## src/rtl/conv_pkg.sv

```systemverilog
// Shared constants for the 5x5 conv sequencer: FSM state encoding, kernel geometry and
// config header word offsets.
package conv_pkg;
  localparam int KNL_DIM    = 5;
  localparam int KNL_SIZE   = 25;
  localparam int KNL_MAXNUM = 16;

  localparam logic [1:0] CFG_NUM_KNLS = 2'd0;
  localparam logic [1:0] CFG_IFMAP_W  = 2'd1;
  localparam logic [1:0] CFG_IFMAP_H  = 2'd2;

  localparam logic [3:0] S_IDLE      = 4'd0;
  localparam logic [3:0] S_CFG_RD    = 4'd1;
  localparam logic [3:0] S_CFG_WAIT  = 4'd2;
  localparam logic [3:0] S_KNL_RD    = 4'd3;
  localparam logic [3:0] S_KNL_WAIT  = 4'd4;
  localparam logic [3:0] S_WIN_RD    = 4'd5;
  localparam logic [3:0] S_WIN_WAIT  = 4'd6;
  localparam logic [3:0] S_PSUM_RD   = 4'd7;
  localparam logic [3:0] S_PSUM_WAIT = 4'd8;
  localparam logic [3:0] S_WR        = 4'd9;
  localparam logic [3:0] S_DONE      = 4'd10;
endpackage

```

## src/rtl/conv_addr_gen.sv

```systemverilog
// Combinational DRAM address generation for config, kernel, ifmap window and ofmap accesses.
// All arithmetic is unsigned and wraps at ADDR_WIDTH bits.
module conv_addr_gen
  import conv_pkg::*;
#(
  parameter int ADDR_WIDTH = 18,
  parameter logic [ADDR_WIDTH-1:0] CFG_BASE   = 18'h0,
  parameter logic [ADDR_WIDTH-1:0] KNL_BASE   = 18'h10,
  parameter logic [ADDR_WIDTH-1:0] IFMAP_BASE = 18'h400,
  parameter logic [ADDR_WIDTH-1:0] OFMAP_BASE = 18'h8000
) (
  input  logic [1:0]            cfg_idx,
  input  logic [8:0]            knl_idx,
  input  logic [7:0]            x,
  input  logic [7:0]            y,
  input  logic [7:0]            w,
  input  logic [7:0]            h,
  input  logic [2:0]            row,
  input  logic [2:0]            col,
  input  logic [4:0]            ch,
  output logic [ADDR_WIDTH-1:0] cfg_addr,
  output logic [ADDR_WIDTH-1:0] knl_addr,
  output logic [ADDR_WIDTH-1:0] win_addr,
  output logic [ADDR_WIDTH-1:0] ofm_addr
);
  logic [ADDR_WIDTH-1:0] w_a, ow_a, oh_a;

  // Output plane is the valid-convolution size: W-4 by H-4.
  assign w_a  = ADDR_WIDTH'(w);
  assign ow_a = ADDR_WIDTH'(w - 8'(KNL_DIM - 1));
  assign oh_a = ADDR_WIDTH'(h - 8'(KNL_DIM - 1));

  assign cfg_addr = CFG_BASE + ADDR_WIDTH'(cfg_idx);
  assign knl_addr = KNL_BASE + ADDR_WIDTH'(knl_idx);
  assign win_addr = IFMAP_BASE + (ADDR_WIDTH'(y) + ADDR_WIDTH'(row)) * w_a
                  + ADDR_WIDTH'(x) + ADDR_WIDTH'(col);
  assign ofm_addr = OFMAP_BASE + ADDR_WIDTH'(ch) * oh_a * ow_a
                  + ADDR_WIDTH'(y) * ow_a + ADDR_WIDTH'(x);
endmodule

```

## src/rtl/conv_sched.sv

```systemverilog
// Layer sequencer for the 5x5 conv datapath: config fetch, kernel/window streaming, ofmap writes.
// Define CONV_ACC_EN to read back each ofmap word as a partial sum before writing it.
module conv_sched
  import conv_pkg::*;
#(
  parameter int DATA_WIDTH = 32,
  parameter int ADDR_WIDTH = 18,
  parameter logic [ADDR_WIDTH-1:0] CFG_BASE   = 18'h0,
  parameter logic [ADDR_WIDTH-1:0] KNL_BASE   = 18'h10,
  parameter logic [ADDR_WIDTH-1:0] IFMAP_BASE = 18'h400,
  parameter logic [ADDR_WIDTH-1:0] OFMAP_BASE = 18'h8000
) (
  input  logic                  clk,
  input  logic                  rst,
  input  logic                  enable,
  input  logic                  dram_valid,
  input  logic [DATA_WIDTH-1:0] data_in,
  output logic [ADDR_WIDTH-1:0] addr_in,
  output logic [ADDR_WIDTH-1:0] addr_out,
  output logic                  dram_en_rd,
  output logic                  dram_en_wr,
  output logic                  en_ld_knl,
  output logic                  en_ld_ifmap,
  output logic                  disable_acc,
  output logic [5:0]            num_knls,
  output logic [4:0]            cnt_ofmap_chnl_ff,
  output logic                  done
);
  function automatic logic [5:0] sat_knls(input logic [DATA_WIDTH-1:0] raw);
    if (raw > DATA_WIDTH'(KNL_MAXNUM)) return 6'(KNL_MAXNUM);
    return raw[5:0];
  endfunction

`ifdef CONV_ACC_EN
  localparam logic [3:0] S_WRITE = S_PSUM_RD;
`else
  localparam logic [3:0] S_WRITE = S_WR;
`endif

  logic [3:0] state;
  logic [1:0] cfg_idx;
  logic [8:0] knl_idx;
  logic [2:0] row, col;
  logic [7:0] x, y, w_r, h_r;
  logic [5:0] num_knls_r;
  logic [4:0] ch;
  logic       disable_acc_r;
  logic [ADDR_WIDTH-1:0] cfg_addr, knl_addr, win_addr, ofm_addr;
  logic [8:0] knl_total;
  logic knl_last, win_last, ch_last, px_last, cfg_bad, wr_fire;

  conv_addr_gen #(
    .ADDR_WIDTH(ADDR_WIDTH), .CFG_BASE(CFG_BASE), .KNL_BASE(KNL_BASE),
    .IFMAP_BASE(IFMAP_BASE), .OFMAP_BASE(OFMAP_BASE)
  ) u_addr_gen (
    .cfg_idx(cfg_idx), .knl_idx(knl_idx), .x(x), .y(y), .w(w_r), .h(h_r),
    .row(row), .col(col), .ch(ch),
    .cfg_addr(cfg_addr), .knl_addr(knl_addr), .win_addr(win_addr), .ofm_addr(ofm_addr)
  );

  assign knl_total = 9'(num_knls_r) * 9'(KNL_SIZE);
  assign knl_last  = (knl_idx == knl_total - 9'd1);
  assign win_last  = (row == 3'(KNL_DIM - 1)) && (col == 3'(KNL_DIM - 1));
  assign ch_last   = (ch == 5'(num_knls_r - 6'd1));
  assign px_last   = (x == w_r - 8'(KNL_DIM)) && (y == h_r - 8'(KNL_DIM));
  // H is still on data_in when the last config word lands, so check it there.
  assign cfg_bad   = (num_knls_r == 6'd0) || (w_r < 8'(KNL_DIM)) ||
                     (data_in[7:0] < 8'(KNL_DIM));

`ifdef CONV_ACC_EN
  assign wr_fire = (state == S_PSUM_WAIT) && dram_valid;
`else
  assign wr_fire = (state == S_WR);
`endif

  always_ff @(posedge clk or posedge rst) begin
    if (rst) begin
      state      <= S_IDLE;
      cfg_idx    <= '0;
      knl_idx    <= '0;
      row        <= '0;
      col        <= '0;
      x          <= '0;
      y          <= '0;
      w_r        <= '0;
      h_r        <= '0;
      num_knls_r <= '0;
      ch         <= '0;
    end else begin
      case (state)
        S_IDLE: if (enable) begin
          state   <= S_CFG_RD;
          cfg_idx <= '0;
          knl_idx <= '0;
          row     <= '0;
          col     <= '0;
          x       <= '0;
          y       <= '0;
          ch      <= '0;
        end
        S_CFG_RD: state <= S_CFG_WAIT;
        S_CFG_WAIT: if (dram_valid) begin
          case (cfg_idx)
            CFG_NUM_KNLS: num_knls_r <= sat_knls(data_in);
            CFG_IFMAP_W:  w_r <= data_in[7:0];
            default:      h_r <= data_in[7:0];
          endcase
          cfg_idx <= cfg_idx + 2'd1;
          if (cfg_idx == CFG_IFMAP_H) state <= cfg_bad ? S_DONE : S_KNL_RD;
          else state <= S_CFG_RD;
        end
        S_KNL_RD: state <= S_KNL_WAIT;
        S_KNL_WAIT: if (dram_valid) begin
          knl_idx <= knl_idx + 9'd1;
          state   <= knl_last ? S_WIN_RD : S_KNL_RD;
        end
        S_WIN_RD: state <= S_WIN_WAIT;
        // Window is column-major: row advances fastest.
        S_WIN_WAIT: if (dram_valid) begin
          if (win_last) begin
            row   <= '0;
            col   <= '0;
            state <= S_WRITE;
          end else begin
            if (row == 3'(KNL_DIM - 1)) begin
              row <= '0;
              col <= col + 3'd1;
            end else begin
              row <= row + 3'd1;
            end
            state <= S_WIN_RD;
          end
        end
        S_PSUM_RD: state <= S_PSUM_WAIT;
        S_PSUM_WAIT, S_WR: if (wr_fire) begin
          if (ch_last) begin
            ch <= '0;
            if (px_last) begin
              state <= S_DONE;
            end else begin
              if (x == w_r - 8'(KNL_DIM)) begin
                x <= '0;
                y <= y + 8'd1;
              end else begin
                x <= x + 8'd1;
              end
              state <= S_WIN_RD;
            end
          end else begin
            ch    <= ch + 5'd1;
            state <= S_WRITE;
          end
        end
        S_DONE: if (!enable) state <= S_IDLE;
        default: state <= S_IDLE;
      endcase
    end
  end

  always_ff @(posedge clk or posedge rst) begin
    if (rst) disable_acc_r <= 1'b0;
`ifdef CONV_ACC_EN
    else     disable_acc_r <= 1'b0;
`else
    else     disable_acc_r <= 1'b1;
`endif
  end

  always_comb begin
    addr_in = '0;
    case (state)
      S_CFG_RD, S_CFG_WAIT:   addr_in = cfg_addr;
      S_KNL_RD, S_KNL_WAIT:   addr_in = knl_addr;
      S_WIN_RD, S_WIN_WAIT:   addr_in = win_addr;
      S_PSUM_RD, S_PSUM_WAIT: addr_in = ofm_addr;
      default:                addr_in = '0;
    endcase
  end

  assign addr_out = (state == S_WR || state == S_PSUM_RD || state == S_PSUM_WAIT) ? ofm_addr : '0;
  assign dram_en_rd = (state == S_CFG_RD) || (state == S_KNL_RD) ||
                      (state == S_WIN_RD) || (state == S_PSUM_RD);
  assign dram_en_wr        = wr_fire;
  assign en_ld_knl         = (state == S_KNL_WAIT) && dram_valid;
  assign en_ld_ifmap       = (state == S_WIN_WAIT) && dram_valid;
  assign disable_acc       = disable_acc_r;
  assign num_knls          = num_knls_r;
  assign cnt_ofmap_chnl_ff = ch;
  assign done              = (state == S_DONE);
endmodule
```

## config.mk

```make
export PLATFORM = sky130hd
export DESIGN_NAME = conv_sched
export DESIGN_NICKNAME = d
export VERILOG_FILES = /design/src/rtl/conv_pkg.sv /design/src/rtl/conv_addr_gen.sv /design/src/rtl/conv_sched.sv
export SDC_FILE = /design/constraint.sdc
export NUM_CORES = 1
export LEC_CHECK = 0
export CORE_ASPECT_RATIO = 0.9
export CORE_MARGIN = 4
export CORE_UTILIZATION = 40
export DETAILED_ROUTE_END_ITERATION = 8
export PLACE_DENSITY = 0.67
export SLEW_MARGIN = 10
export SYNTH_ARGS = -nofsm -noshare
export SYNTH_HDL_FRONTEND = slang
export SYNTH_SLANG_ARGS = --single-unit
```

## constraint.sdc

```tcl
create_clock -name clk -period 18.8 [get_ports clk]
set_input_delay 3.76 -clock clk [delete_from_list [all_inputs] [get_ports clk]]
set_output_delay 3.76 -clock clk [all_outputs]
set_load 0.01 [all_outputs]
```

# --- After elaboration in Yosys (flattened, before gate mapping) ---
# Cells that the tools add are included.
totals:
  output_inout_bits: 53
  register_bits: 65
  inputBits: 36
  elab_cells: 156
classes:
  n_mux: 51
  order_cmp: 3
  n_eq_ne: 28
  reduce_logical: 35
  add_sub_neg: 21
  bitwise: 1
  mul: 5
op_table:
  columns: ["op", "count"]
  rows:
  - ["2-to-1 mux 8 bit", 9]
  - ["case mux 18 bit (4 select lines)", 1]
  - ["2-to-1 mux 4 bit", 11]
  - ["case mux 4 bit (10 select lines)", 1]
  - ["adder 18 x 8 -> 18 bit", 2]
  - ["greater-than comparator 32 x 5 -> 1 bit (second input constant)", 1]
  - ["case mux 8 bit (2 select lines)", 2]
  - ["2-to-1 mux 3 bit", 8]
  - ["AND reduction 3 bit", 7]
  - ["adder 11 x 18 -> 18 bit (first input constant)", 1]
  - ["adder 16 x 18 -> 18 bit (first input constant)", 1]
  - ["adder 18 bit", 1]
  - ["adder 18 x 3 -> 18 bit", 1]
  - ["multiplier 18 x 18 -> 18 bit", 1]
  - ["multiplier 18 x 8 -> 18 bit", 1]
  - ["multiplier 5 x 18 -> 18 bit", 1]
  - ["multiplier 8 x 18 -> 18 bit", 1]
  - ["2-to-1 mux 18 bit", 1]
  - ["2-to-1 mux 9 bit", 2]
  - ["inequality test 2 bit (second input constant)", 9]
  - ["case mux 9 bit (2 select lines)", 1]
  - ["subtractor 8 x 3 -> 9 bit (second input constant)", 2]
  - ["adder 8 x 1 -> 8 bit (second input constant)", 2]
  - ["== test 4 x 3 -> 1 bit (second input constant)", 4]
  - ["39 further kinds", 73]

# --- Depth between registers and ports, before layout ---
# Gate-level depths: netlist of the first run.
depth:
  depth_word: 7
  depth_mapped: 42
  depth_no_buf: 42

# --- Cells and area by module ---
# Synthesis of the first run repeated with hierarchy kept, for this count alone.
unflattened:
  hier_cells: 1954
  hier_area_um2: 16615.9
by_module_without_submodules:
  columns: ["mod", "cells_per_inst", "instances", "area_each_um2", "seq_area_each_um2"]
  rows:
  - ["conv_addr_gen", 1351, 1, 11459.7, 0.0]
  - ["conv_sched", 603, 1, 5156.2, 1626.6]

# --- Worst setup path before layout of the first run ---
# No wires, ideal clock.
synth_path:
  kind: "reg2out"
  start: "register h_r[4]"
  end: "output addr_in[17]"
  path_buffers: 1
  slack_ns: 4.952
  stages_incl_launch_ff: 41
  arrival_ns: 10.088
  required_time_ns: 15.040
  path_cell_list: "dfrtp_1 > clkbuf_1 > nor3_1 > nor3b_1 > xor2_1 > nand2_1 > fa_1 > fa_1 > inv_1 > fa_1 > ha_1 > a211oi_1 > o21bai_1 > a31o_1 > a21oi_1 > nand2b_1 > a21oi_1 > xor2_1 > [5 not listed] > inv_1 > fa_1 > inv_1 > fa_1 > fa_1 > fa_1 > xnor2_1 > xnor2_1 > xnor3_1 > xnor3_1 > xnor2_1 > xnor2_1 > xnor2_1 > xnor2_1 > xnor2_1 > xnor2_1 > xnor2_1 > o22ai_1"
synth_via:
  elab_chain_len: 7
synth_lines:
  columns: ["item", "line_no", "rtl"]
  rows:
  - ["from (decl)", "conv_sched.sv:44", "logic [7:0] x, y, w_r, h_r;"]
  - ["from (signal assigned)", "conv_sched.sv:106", "default: h_r <= data_in[7:0];"]
  - ["subtractor 8 x 3 -> 9 bit", "conv_addr_gen.sv:31", "assign oh_a = ADDR_WIDTH'(h - 8'(KNL_DIM - 1));"]
  - ["multiplier 5 x 18 -> 18 bit", "conv_addr_gen.sv:37", "assign ofm_addr = OFMAP_BASE + ADDR_WIDTH'(ch) * oh_a * ow_a"]
  - ["multiplier 18 x 18 -> 18 bit", "conv_addr_gen.sv:37", null]
  - ["adder 16 x 18 -> 18 bit", "conv_addr_gen.sv:37", null]
  - ["adder 18 bit", "conv_addr_gen.sv:38", "+ ADDR_WIDTH'(y) * ow_a + ADDR_WIDTH'(x);"]
  - ["adder 18 x 8 -> 18 bit", "conv_addr_gen.sv:38", null]
  - ["case mux 18 bit (4 select lines)", "conv_sched.sv:171", "case (state)"]
  - ["to (decl)", "conv_sched.sv:18", "output logic [ADDR_WIDTH-1:0] addr_in,"]
# No other way between the ends.

# --- Worst setup path in the final report of the first run ---
layout_path:
  start: "register h_r[2]"
  end: "output addr_in[17]"
# The elaborated chain is that of the path after synthesis.

==> results of run 1 <==
==> synthesized netlist by cell type (7+ instances only) <==
| master | count |
|---|---|
| xor2_1 | 56 |
| inv_1 | 423 |
| o21ai_0 | 33 |
| nor4_1 | 9 |
| or3_1 | 7 |
| o221ai_1 | 8 |
| nand3_1 | 27 |
| nand2b_1 | 30 |
| a21oi_1 | 58 |
| or2_2 | 11 |
| and3_1 | 12 |
| o22ai_1 | 12 |
| ha_1 | 187 |
| nand4_1 | 18 |
| nand2_1 | 205 |
| nor2_1 | 146 |
| a21o_1 | 11 |
| clkbuf_1 | 65 |
| nor3_1 | 25 |
| xnor2_1 | 105 |
| and2_1 | 64 |
| dfrtp_1 | 65 |
| nor2b_1 | 18 |
| mux2_2 | 15 |
| o21ai_1 | 13 |
| a31oi_1 | 8 |
| o21bai_1 | 9 |
| fa_1 | 291 |
==> placed cells by master (no fill, tap or decap), drive strengths merged, types with 22 or more instances in the layout <==
cell             n
ha             187
nand3           27
o21ai           46
nand2b          30
xor2            56
nor2           146
nor3            25
dfrtp           65
and2            64
a21oi           58
nand2          205
buf             22
xnor2          108
fa             291
clkdlybuf4s50   88
inv            428
==> kinds of logic (layout without fill, tap and decap cells) <==
kind of cell,after synthesis,count (layout),synth area share (%)
DFF,65,65,9.36
muxes,20,20,1.28
AOI/OAI and AO/OA,192,192,6.94
adders and majority gates,478,478,47.0
other,1,1,0.0216
and+or+nand+nor,584,584,15.7
buffers and inverters,503,556,10.9
xor gates and xnor gates,166,166,8.72
==> how the worst max path moves through the flow <==
stage	to
after floorplan	addr_in[17]
after global placement	addr_in[17]
after detailed placement	addr_in[17]
after CTS	addr_in[17]
after global routing	addr_in[17]
final	addr_in[17]
==> area by class of cell <==
class	count	share of cell area, %
Clock buffer	9	1.17
Clock inverter	7	0.736
Inverter	430	8.40
Multi-Input combinational cell	1441	72.2
Sequential cell	65	8.47
Tap cell	555	3.61
Timing Repair Buffer	110	5.45
==> stage by stage <==
stage | total power, W | instance area (um^2) | utilization (%) | cells
final | 0.00157 | 19200 | 44.7 | 2617
after global routing | 0.00171 | 19200 | 44.7 | 2617
after CTS | 0.00157 | 19200 | 44.7 | 2617
after detailed placement | 0.00135 | 18800 | 43.9 | 2601
after global placement | 0.00133 | 18800 | 43.9 | 2601
after floorplan | 0.000977 | 17400 | - | 2009
==> state kept, by name, summed over array words and instances (netlist names) <==
| signal | cells |
|---|---|
| disable_acc | 1 |
| cnt_ofmap_chnl_ff | 5 |
| h_r | 8 |
| state | 4 |
| num_knls | 6 |
| w_r | 8 |
| knl_idx | 9 |
| y | 8 |
| cfg_idx | 2 |
| row | 3 |
| x | 8 |
| col | 3 |
==> routing by layer <==
metal / vias to the layer above / global-route usage [%] / share of wire (%) / routed length (um)
met5: - / 0 / 0 / 0
met4: 0 / 4.83 / 2.3 / 1020
met3: 65 / 2.95 / 7.3 / 3260
met2: 449 / 31.1 / 44 / 19800
met1: 6602 / 28.1 / 46 / 20800
li1: 6287 / - / - / -
==> where the power goes <==
group	switching (W)	internal (W)	leakage (nW)
clock network	0.0000649	0.000143	0.176
registers	0.0000732	0.000165	0.879
logic	0.000707	0.000413	8.56
==> results.json, run 1 <==
{
  "max-slew-margin-rel_pct": 35.7,
  "synth_enable_flop_cells": 0,
  "crit_start": "h_r[2]",
  "postRouteAntennaNets": 0,
  "dr.pass1.iters": 5,
  "path_buf_inv": 5,
  "ff2ff_path_depth": 14,
  "num_rows": 72,
  "worstReg2RegEnd": "y[7]",
  "core_um2": 43000,
  "async_flop_share_pct": 100,
  "skew_ns": 0.00680,
  "synth-seq-cells": 65,
  "grt_max_degree": 66,
  "ctsHtreeMaxLevel": 3,
  "p_leak_nw": 9.62,
  "hold_violations": 0,
  "finalCritPeriodShare_pct": 83.2,
  "cp.required_ns": 15.04,
  "grt_pass1_vias": 14087,
  "setup-tns-final_ns": 0,
  "tightest_slew_ns": 0.957,
  "antenna_found_initial": 0,
  "synthFlopType": "dfrtp_1",
  "status": "completed",
  "vias": 13403,
  "layout-drive-gt1-share_pct": 3.73,
  "crit_path_frequent_cell": "fa_1",
  "syn-num-nets": 2523,
  "gr-total-overflow": 0,
  "min_period_ns": 15.64,
  "cts_setup_buffers": 0,
  "cpPeakStageDelay_ns": 0.58,
  "n_fill_cell": 4137,
  "whs_path_depth": 1,
  "routabilityCongestion": 0.872,
  "diodes": 0,
  "drc": 0,
  "whs_ns": 0.505,
  "max-cap-violations": 0,
  "slew_violations": 0,
  "cts_root_buf": "clkbuf_16",
  "cts_made_buffers": 9,
  "drt_iter0_markers": 1105,
  "synthesis.area_um2": 17400,
  "nNetsFinal": 2571,
  "vias_per_cell": 5.12,
  "worst-path-stages": 40,
  "fmax_mhz": 63.9,
  "finalSetupViolations": 0,
  "ioPinCount": 89,
  "die_x_um": 228,
  "critPathLaunchType": "flip-flop",
  "portBuffers": 88,
  "grtUsageTotal_pct": 19.5,
  "dp_hpwl_um": 37400,
  "hold_end": "w_r[1]",
  "crit-reg2reg-launch": "w_r[0]",
  "synth_top_area_share_pct": 33.5,
  "synth_top_area_cell": "fa_1",
  "post_cts_resized": 0,
  "critPathCaptureType": "output port",
  "clkSinkCount": 65,
  "ctsHoldBuffers": 0,
  "crit_arrival_ns": 11.88,
  "ys.warnings.count": 0,
  "routed_wl_um": 44800,
  "irDropWorstVdd_v": 0.0000577,
  "ys_seq_area_share_pct": 9.36,
  "rsz0062_at_grt": "false",
  "clkTransAtPathRegs_ns": 0.05,
  "cts.path.max_buffers": 2,
  "ys_types": 70,
  "cts_tree": "done",
  "crit_type": "flip-flop to output port",
  "area.growth.synth_to_final_pct": 10.5,
  "insertion_delay_ns": 0.33,
  "initial_core_util_pct": 40.4,
  "layout_setup_ws_ns": 3.16,
  "path_max_fanout": 7,
  "syn_area_per_cell_um2": 8.65,
  "multi_input_area_um2": 13900,
  "hold_class": "flip-flop to flip-flop",
  "dpl_worst_slack_ns": 3.53,
  "cpMaxStageDelayCell": "clkdlybuf4s50_1",
  "synthTopCellsByArea": "fa_1, ha_1, dfrtp_1",
  "cp_top_family": "adder cells",
  "power.density_nw_per_um2": 81.5,
  "dieArea_um2": 46800,
  "worst_hold_startpoint": "w_r[1]",
  "fp.dieH_um": 206,
  "routedWlPerCell_um": 17.1,
  "synthCells": 2009,
  "rrSetupSlack_ns": 14.47,
  "grt_pass1_wl_um": 74200,
  "register_area_um2": 1630
}
Note: power is estimated with default switching activity, not from simulation.
==> inputs of run 2 (changes only) <==
--- a/config.mk
+++ b/config.mk
@@ -9,7 +9,7 @@
 export CORE_MARGIN = 4
 export CORE_UTILIZATION = 40
 export DETAILED_ROUTE_END_ITERATION = 8
-export PLACE_DENSITY = 0.67
+export PLACE_DENSITY = 0.69
 export SLEW_MARGIN = 10
 export SYNTH_ARGS = -nofsm -noshare
 export SYNTH_HDL_FRONTEND = slang
==> constraint.sdc (replaced) <==
create_clock -name clk -period 12.6 [get_ports clk]
set_input_delay 2.52 -clock clk [delete_from_list [all_inputs] [get_ports clk]]
set_output_delay 2.52 -clock clk [all_outputs]
set_load 0.01 [all_outputs]
==> run 2 against run 1 <==
Net effect:
- the flow now finishes with violations (negative setup slack)
- first-iteration DRC count fell by 1.0%
- core utilization rose by 3.0 points
- register-to-register slack got worse by 5.9 ns
- total power rose by 70%
- global-route usage rose by 1.0 points
- combinational power rose by 84%
- cell count rose by 4.1%
- sequential share of layout area fell by 0.53 points
- clock-buffer cell count did not move
- routed wire length rose by 6.3%
- critical path type unchanged
- largest cell class unchanged
==> results.json, run 2 (synthesized netlist as in run 1, its figures left out) <==
{
  "status": "finished, violations left",
  "violations": "negative setup slack",
  "dr.pass1.iters": 5,
  "fp.dieH_um": 206,
  "worstReg2RegEnd": "y[6]",
  "grt_pass1_vias": 14937,
  "grtUsageTotal_pct": 20.5,
  "core_um2": 43000,
  "routedWlPerCell_um": 17.5,
  "p_leak_nw": 10.3,
  "max-cap-violations": 0,
  "setup-tns-final_ns": -0.810,
  "clkTransAtPathRegs_ns": 0.06,
  "portBuffers": 88,
  "vias": 14242,
  "path_max_fanout": 4,
  "nNetsFinal": 2678,
  "final_cell_mix": "inv_1, fa_1, nand2_1, ha_1, nor2_1",
  "routabilityCongestion": 0.904,
  "initial_core_util_pct": 40.4,
  "rsz0062_at_grt": "true",
  "max-slew-margin-rel_pct": 39.5,
  "final_common_cell": "inv_1",
  "vias_per_cell": 5.23,
  "antenna_found_initial": 1,
  "register_area_um2": 1630,
  "ctsHtreeMaxLevel": 3,
  "crit_type": "flip-flop to output port",
  "cp.required_ns": 10.08,
  "n_fill_cell": 4000,
  "ioPinCount": 89,
  "layout_setup_ws_ns": -0.436,
  "skew_ns": 0.00736,
  "hold_violations": 0,
  "finalSetupViolations": 2,
  "fmax_mhz": 76.7,
  "drc": 0,
  "grt_pass1_wl_um": 78000,
  "clkSinkCount": 65,
  "drt_iter0_markers": 1094,
  "largest_register": "knl_idx",
  "rrSetupSlack_ns": 8.59,
  "multi_input_area_um2": 14400,
  "crit_arrival_ns": 10.52,
  "insertion_delay_ns": 0.34,
  "grt_max_degree": 66,
  "crit_path_end": "addr_in[17]",
  "cpMaxStageDelayCell": "fa_1",
  "cpPeakStageDelay_ns": 0.56,
  "critPathCaptureType": "output port",
  "gr-total-overflow": 0,
  "postRouteAntennaNets": 0,
  "critPathLaunchType": "flip-flop",
  "cts_made_buffers": 9,
  "crit_path_frequent_cell": "fa_1",
  "area.growth.synth_to_final_pct": 18.0,
  "cts.path.max_buffers": 2,
  "finalCritPeriodShare_pct": 103,
  "min_period_ns": 13.04,
  "crit-reg2reg-launch": "w_r[1]",
  "hold_class": "flip-flop to flip-flop",
  "dieArea_um2": 46800,
  "utilization_pct": 47.7,
  "num_rows": 72,
  "tightest_slew_ns": 0.907,
  "routed_wl_um": 47700,
  "dp_hpwl_um": 39000,
  "cts_root_buf": "clkbuf_16",
  "cts_tree": "done",
  "power.density_nw_per_um2": 130,
  "die_x_um": 228,
  "slew_violations": 0,
  "layout-drive-gt1-share_pct": 12.4,
  "irDropWorstVdd_v": 0.0000874,
  "largest_reg_flops": 9,
  "ff2ff_path_depth": 14,
  "diodes": 0,
  "crit_start": "h_r[2]"
}
## run 2: worst min path at each step
stage,start,endpoint,cells after the start
6_report,w_r[0],w_r[0],1
3_3_place_gp,w_r[0],w_r[0],1
5_1_grt,w_r[0],w_r[0],1
2_1_floorplan,row[2],row[2],1
4_1_cts,w_r[0],w_r[0],1
3_5_place_dp,w_r[0],w_r[0],1
## run 2: cell type report
cell class              instances  share of cell area [%]
clock buffers                   9                    1.10
flip-flops and latches         65                    7.93
repair buffers                217                    8.95
clock inverters                 7                   0.500
well taps                     555                    3.39
multi-input cells            1441                    70.2
inverters                     430                    7.89
## run 2: routing by layer
metal	routed length, um	track usage [%]	vias to the layer above
met5	13	0	-
met4	1360	5.42	2
met3	4050	4.22	94
met2	21600	32.7	571
met1	20700	28.7	7080
li1	-	-	6495
## run 2: where the power goes
group	switching, W	internal, W	leakage (nW)
Clock	0.000104	0.000175	0.157
Sequential	0.0000765	0.000247	0.879
Combinational	0.00121	0.000851	9.26
Total	0.00139	0.00127	10.3
## run 2: worst max-delay path: cells and delay by family (launching register included)
| family | cells | cell delay (ns) |
|---|---|---|
| AOI/OAI and AO/OA | 4 | 0.94 |
| xor gates and xnor gates | 13 | 2.37 |
| adders and majority gates | 11 | 5.09 |
| buffers and inverters | 5 | 0.70 |
| DFF | 1 | 0.39 |
| and+or+nand+nor | 4 | 0.67 |
## run 2: what timing repair did
action | in CTS | in global routing
endpoints found under the setup margin | 14 | 16
gates cloned | 0 | 0
pin swaps | 42 | 65
hold buffers | 0 | 0
gates resized for setup | 51 | 86
setup buffers | 9 | 6
## run 2: stage by stage
step | std cells | cell area, um^2 | hold slack (ns) | total power, W | worst slack [ns]
final | 2724 | 20500 | 0.521 | 0.00266 | -0.436
after floorplan | 2009 | 17400 | 0.499 | 0.00146 | 0.0427
after global routing | 2724 | 20500 | 0.539 | 0.00288 | -0.859
after CTS | 2719 | 20100 | 0.515 | 0.00253 | -0.304
after global placement | 2694 | 19600 | 0.488 | 0.00212 | -0.642
after detailed placement | 2694 | 19600 | 0.502 | 0.00217 | -0.943
==> RTL edit 1: new RTL, flow settings as in run 2 <==
Put a register stage on the output `dram_en_wr`, cleared by the reset. The value now appears one clock later. The other outputs are not delayed to match.
--- a/src/rtl/conv_sched.sv
+++ b/src/rtl/conv_sched.sv
@@ -181,5 +181,11 @@
   assign dram_en_rd = (state == S_CFG_RD) || (state == S_KNL_RD) ||
                       (state == S_WIN_RD) || (state == S_PSUM_RD);
-  assign dram_en_wr        = wr_fire;
+  always_ff @(posedge clk or posedge rst) begin
+    if (rst) begin
+      dram_en_wr <= '0;
+    end else begin
+      dram_en_wr <= wr_fire;
+    end
+  end
   assign en_ld_knl         = (state == S_KNL_WAIT) && dram_valid;
   assign en_ld_ifmap       = (state == S_WIN_WAIT) && dram_valid;
Behaviour: no difference found for any inputs over 10 cycles, from zero or initial values and one cycle with rst high; that may be too few to reach the edited logic, so the function may still have changed.
==> RTL edit 1 against run 2 <==
  * Design area increased by 1.3%
  * Via count down 1.2%
  * Largest power group unchanged
  * The flow still finishes with violations (setup timing)
  * Clock skew is 0.0029 ns higher
  * Critical path depth increased by 7
  * Setup slack improved by 0.055 ns
  * Synthesized area is 0.53% higher
  * Total power increased by 1.8%
  * Highest routed layer is now met4
  * Sequential cell count increased by 1
  * First-iteration DRC count decreased by 15%
  * Utilization rose by 0.53 points
  * Final cell count increased by 1.1%
  * Hold slack better by 0.033 ns
  * Wire length shrank 1.2%
  * Critical endpoint unchanged
==> RTL edit 1: results (changes against run 2) <==
DP HPWL 38000 µm (was 39000 µm); Fin Setup TNS -0.700 ns (was -0.810 ns); fin worst setup slack -0.380 ns (was -0.436 ns); Post-Route WL 47100 µm (was 47700 µm); Hold Crit Class flip-flop to flip-flop (unchanged); Seq/Total Area, Yosys 9.45% (was 9.36%); placer congestion estimate 0.897 (was 0.904); Final setup viols 2 (unchanged); Area contributors post-synth fa_1 (33%), ha_1 (13%), dfrtp_1 (9.5%) (was fa_1 (34%), ha_1 (13%), dfrtp_1 (9.4%)); register name with the most flops knl_idx (unchanged); post-synthesis cell type count 77 (was 70); Starting DRT DRC Count 925 (was 1094); routed vias 14.1k (was 14.2k); most used flip-flop cell after synthesis dfrtp_1 (unchanged); met1 GRT Util 27.1% (was 28.7%); M3 GR Usage 3.03% (was 4.22%); leading cell types by count after synthesis inv_1 (430), fa_1 (291), nand2_1 (215) (was inv_1 (423), fa_1 (291), nand2_1 (205)); Lkg Pwr 10.3 nW (about the same); max_slew headroom 34.5% (was 39.5%); clk root buf clkbuf_16 (unchanged); nets 2710 (was 2678); first-pass GRT wire length 76500 µm (was 78000 µm); max incr delay on CP 0.56 ns (about the same); CP arrival 10.46 ns (was 10.52 ns); fillcell total 4003 (was 4000); largest fanout on the critical path 4 (unchanged); total track usage 20.0% (was 20.5%); Clk pin slew, worst setup/hold paths 0.05 ns; Syn Nets 2532 (was 2523); failing checks setup timing (unchanged); Final Skew 0.0103 ns (was 0.00736 ns); share of cells above drive strength 1 14.2% (was 12.4%); met2 usage 34.3% (was 32.7%); peak supply drop 0.0875 mV (was 0.0874 mV); status finished with violations (unchanged); number of antenna violations at the first check in global routing 0 (was 1); vias in the first global route 14.9k (about the same); largest net degree at the start of global routing 67 (was 66); crit path max-delay cell type fa_1 (unchanged)
## RTL edit 1: cell types whose count changed after synthesis, sizes merged, moves of 7 or more
cell    change
nand2      +11
o21ai      +12
and2        +7
nand4       -8
clkbuf      -7
o21a        +8
## RTL edit 1: per-layer routing
metal	routed length, µm	share of wire, %	up-vias
met5	0	0	-
met4	960	2.0	0
met3	2840	6.0	52
met2	22800	48	398
met1	20500	44	7064
li1	-	-	6560
## RTL edit 1: worst paths after layout
check / startpoint / depth (start not counted) / to / slack, ns
max in group asynchronous: rst / 3 / h_r[2] / 9.22
worst min-delay path: row[0] / 1 / row[0] / 0.55
worst max-delay path: h_r[2] / 44 / addr_in[17] / -0.38
worst max register to register: w_r[0] / 14 / x[5] / 8.13
worst min register to register: row[0] / 1 / row[0] / 0.55
min in group asynchronous: rst / 3 / num_knls[2] / 2.76
## RTL edit 1: area by class of cell
class                           count  share of cell area (%)
Tap cell                          555                    3.34
Inverter                          431                    7.79
Clock inverter                      3                   0.193
Multi-Input combinational cell   1453                    70.0
Timing Repair Buffer              235                    9.49
Sequential cell                    66                    7.96
Clock buffer                       12                    1.19
## RTL edit 1: repair_timing
| action | in CTS | in global routing |
|---|---|---|
| endpoints found under the setup margin | 12 | 12 |
| pin swaps | 90 | 62 |
| resized for setup | 75 | 97 |
| buffers inserted | 15 | 8 |
## RTL edit 1: cell families (layout without fill, tap and decap cells)
kind of cell    after synthesis  in the layout  share of synthesized area (%)
flops                        66             66                           9.45
mux                          18             18                           1.15
simple gates                594            594                           16.0
compound gates              204            204                           7.51
other cells                   1              1                         0.0215
xor+xnor                    158            158                           8.17
buf+inv                     499            681                           10.9
fa+ha+maj                   478            478                           46.7
## RTL edit 1: critical path: cells and delay by family, from the launching register on
family	cells	cell delay, ns
fa+ha+maj	12	5.08
xor+xnor	13	2.36
compound gates	6	0.92
buf+inv	8	0.77
simple gates	5	0.53
flops	1	0.45
## RTL edit 1: through the flow
| step | instance area, µm² | setup WS (ns) | std cells | power [W] | util [%] |
|---|---|---|---|---|---|
| 6_report | 20800 | -0.380 | 2755 | 0.00271 | 48.2 |
| 4_1_cts | 20300 | -0.412 | 2752 | 0.00254 | 47.2 |
| 2_1_floorplan | 17500 | 0.0723 | 2018 | 0.00150 | - |
| 3_3_place_gp | 19700 | -0.519 | 2724 | 0.00217 | 45.8 |
| 5_1_grt | 20800 | -0.770 | 2755 | 0.00294 | 48.2 |
| 3_5_place_dp | 19700 | -0.713 | 2724 | 0.00221 | 45.8 |
## RTL edit 1: report_power, final
group          switching, W  internal [W]
logic               0.00123      0.000878
registers         0.0000978      0.000254
clock network     0.0000941      0.000157
total               0.00142       0.00129
==> RTL edit 2: new RTL, settings of run 2 <==
Made on the original files. Set the parameter `DATA_WIDTH` to 24 (it was 32).
--- a/src/rtl/conv_sched.sv
+++ b/src/rtl/conv_sched.sv
@@ -4,5 +4,5 @@
   import conv_pkg::*;
 #(
-  parameter int DATA_WIDTH = 32,
+  parameter int DATA_WIDTH = 24,
   parameter int ADDR_WIDTH = 18,
   parameter logic [ADDR_WIDTH-1:0] CFG_BASE   = 18'h0,
Interface: changed (resized data_in); port bits go from 89 to 81. The function was not compared with the original's and may differ.
==> RTL edit 2 against run 2 <==
  * The flow still finishes with violations (setup timing)
  * Synthesized area up 0.47%
  * Design area up 1.2%
  * Hold slack better by 0.032 ns
  * Wire length down 0.85%
  * Total power down 3.3%
  * Combinational power shrank 5%
  * Via count shrank 1.2%
  * Sequential cell count is the same
  * Setup slack improved by 0.28 ns
  * Die area up 0.45%
  * Count of clock-buffer cells in the layout increased by 1
  * Highest routed layer is now met4
==> RTL edit 2: results (changes against run 2) <==
status finished with violations (unchanged); failing checks setup timing (unchanged); switch share 53.1% (was 52.1%); number of antenna violations at the first check in global routing 0 (was 1); DP HPWL 38500 µm (was 39000 µm); hold wc startpoint cfg_idx[0] (was w_r[0]); wire length per cell 17.1 µm (was 17.5 µm); Comb power frac 75.9% (was 77.4%); fin worst setup slack -0.161 ns (was -0.436 ns); Area contributors post-synth fa_1 (33%), ha_1 (13%), dfrtp_1 (9.3%) (was fa_1 (34%), ha_1 (13%), dfrtp_1 (9.4%)); peak supply drop 0.127 mV (was 0.0874 mV); Lkg Pwr 10.4 nW (was 10.3 nW); Starting DRT DRC Count 1029 (was 1094); total track usage 20.4% (was 20.5%); IO buf count 80 (was 88); Syn Nets 2534 (was 2523); mux cell area share after synthesis 1.21% (was 1.28%); Vias per Instance 5.10 (was 5.23); max incr delay on CP 0.54 ns (was 0.56 ns); Post-Route WL 47300 µm (was 47700 µm); Final setup viols 2 (unchanged); first-pass GRT wire length 78000 µm (about the same); pre-CTS setup slack -0.810 ns (was -0.943 ns); worst r2r path cells 15 (was 14); Post-Synth XOR/XNOR Area 8.24% (was 8.72%); reg-to-reg startpoint w_r[0] (was w_r[1]); placer congestion estimate 0.931 (was 0.904); adder-cell share of the synthesized area 46.8% (was 47.0%); Mapped Avg Cell Area 8.61 µm² (was 8.65 µm²); leading cell types by count after synthesis inv_1 (422), fa_1 (291), nand2_1 (217) (was inv_1 (423), fa_1 (291), nand2_1 (205))
[RTL edit 2: cell types whose count changed in the layout (fill, tap and decap cells not counted), moves of 9 or more]
cell,before,now
buf_6,1,22
nor2_1,140,149
o21ai_0,31,52
a21oi_1,53,41
inv_1,415,404
nand4_1,18,8
[RTL edit 2: worst paths after layout]
check                                to  slack, ns
setup reg to reg                   y[7]       8.33
hold reg to reg              cfg_idx[0]       0.55
max in group asynchronous        h_r[4]       9.21
hold / removal               cfg_idx[0]       0.55
min in group asynchronous   disable_acc       2.76
setup / recovery           addr_out[17]      -0.16
[RTL edit 2: cells by family after synthesis]
family                   count (synthesis)
AND/OR/NAND/NOR                        608
AO/OA/AOI/OAI                          200
other                                    1
XOR/XNOR                               161
adder cells (fa/ha/maj)                478
flip-flops                              65
buffers and inverters                  496
multiplexers                            19
[RTL edit 2: routing by layer]
metal	routed length (µm)	up-vias	track usage, %
met5	0	-	0
met3	2980	76	3.14
met1	20800	6991	27.2
li1	-	6581	-
met2	22300	423	34.9
met4	1220	0	5.44
[RTL edit 2: timing repair]
action,in CTS,in global routing
gates resized for setup,81,101
pin swaps,60,48
hold buffers,0,0
setup endpoints to repair,12,13
buffers inserted,13,11
[RTL edit 2: layout make-up]
type	instances	area, µm²
fill	3999	22300
multi-input combinational	1467	14500
timing repair buffer	231	2000
sequential	65	1630
inverter	423	1590
tap	555	694
clock buffer	10	239
clock inverter	6	66.3
[RTL edit 2: per-stage QoR]
stage               power, W  utilization (%)  hold WS, ns  setup TNS (ns)
CTS                  0.00246             47.3        0.542          -0.520
floorplan            0.00144                -        0.485               0
finish               0.00257             48.2        0.553          -0.309
detailed placement   0.00212             45.6        0.535           -2.32
global placement     0.00207             45.6        0.509           -1.59
global route         0.00279             48.2        0.590           -1.99
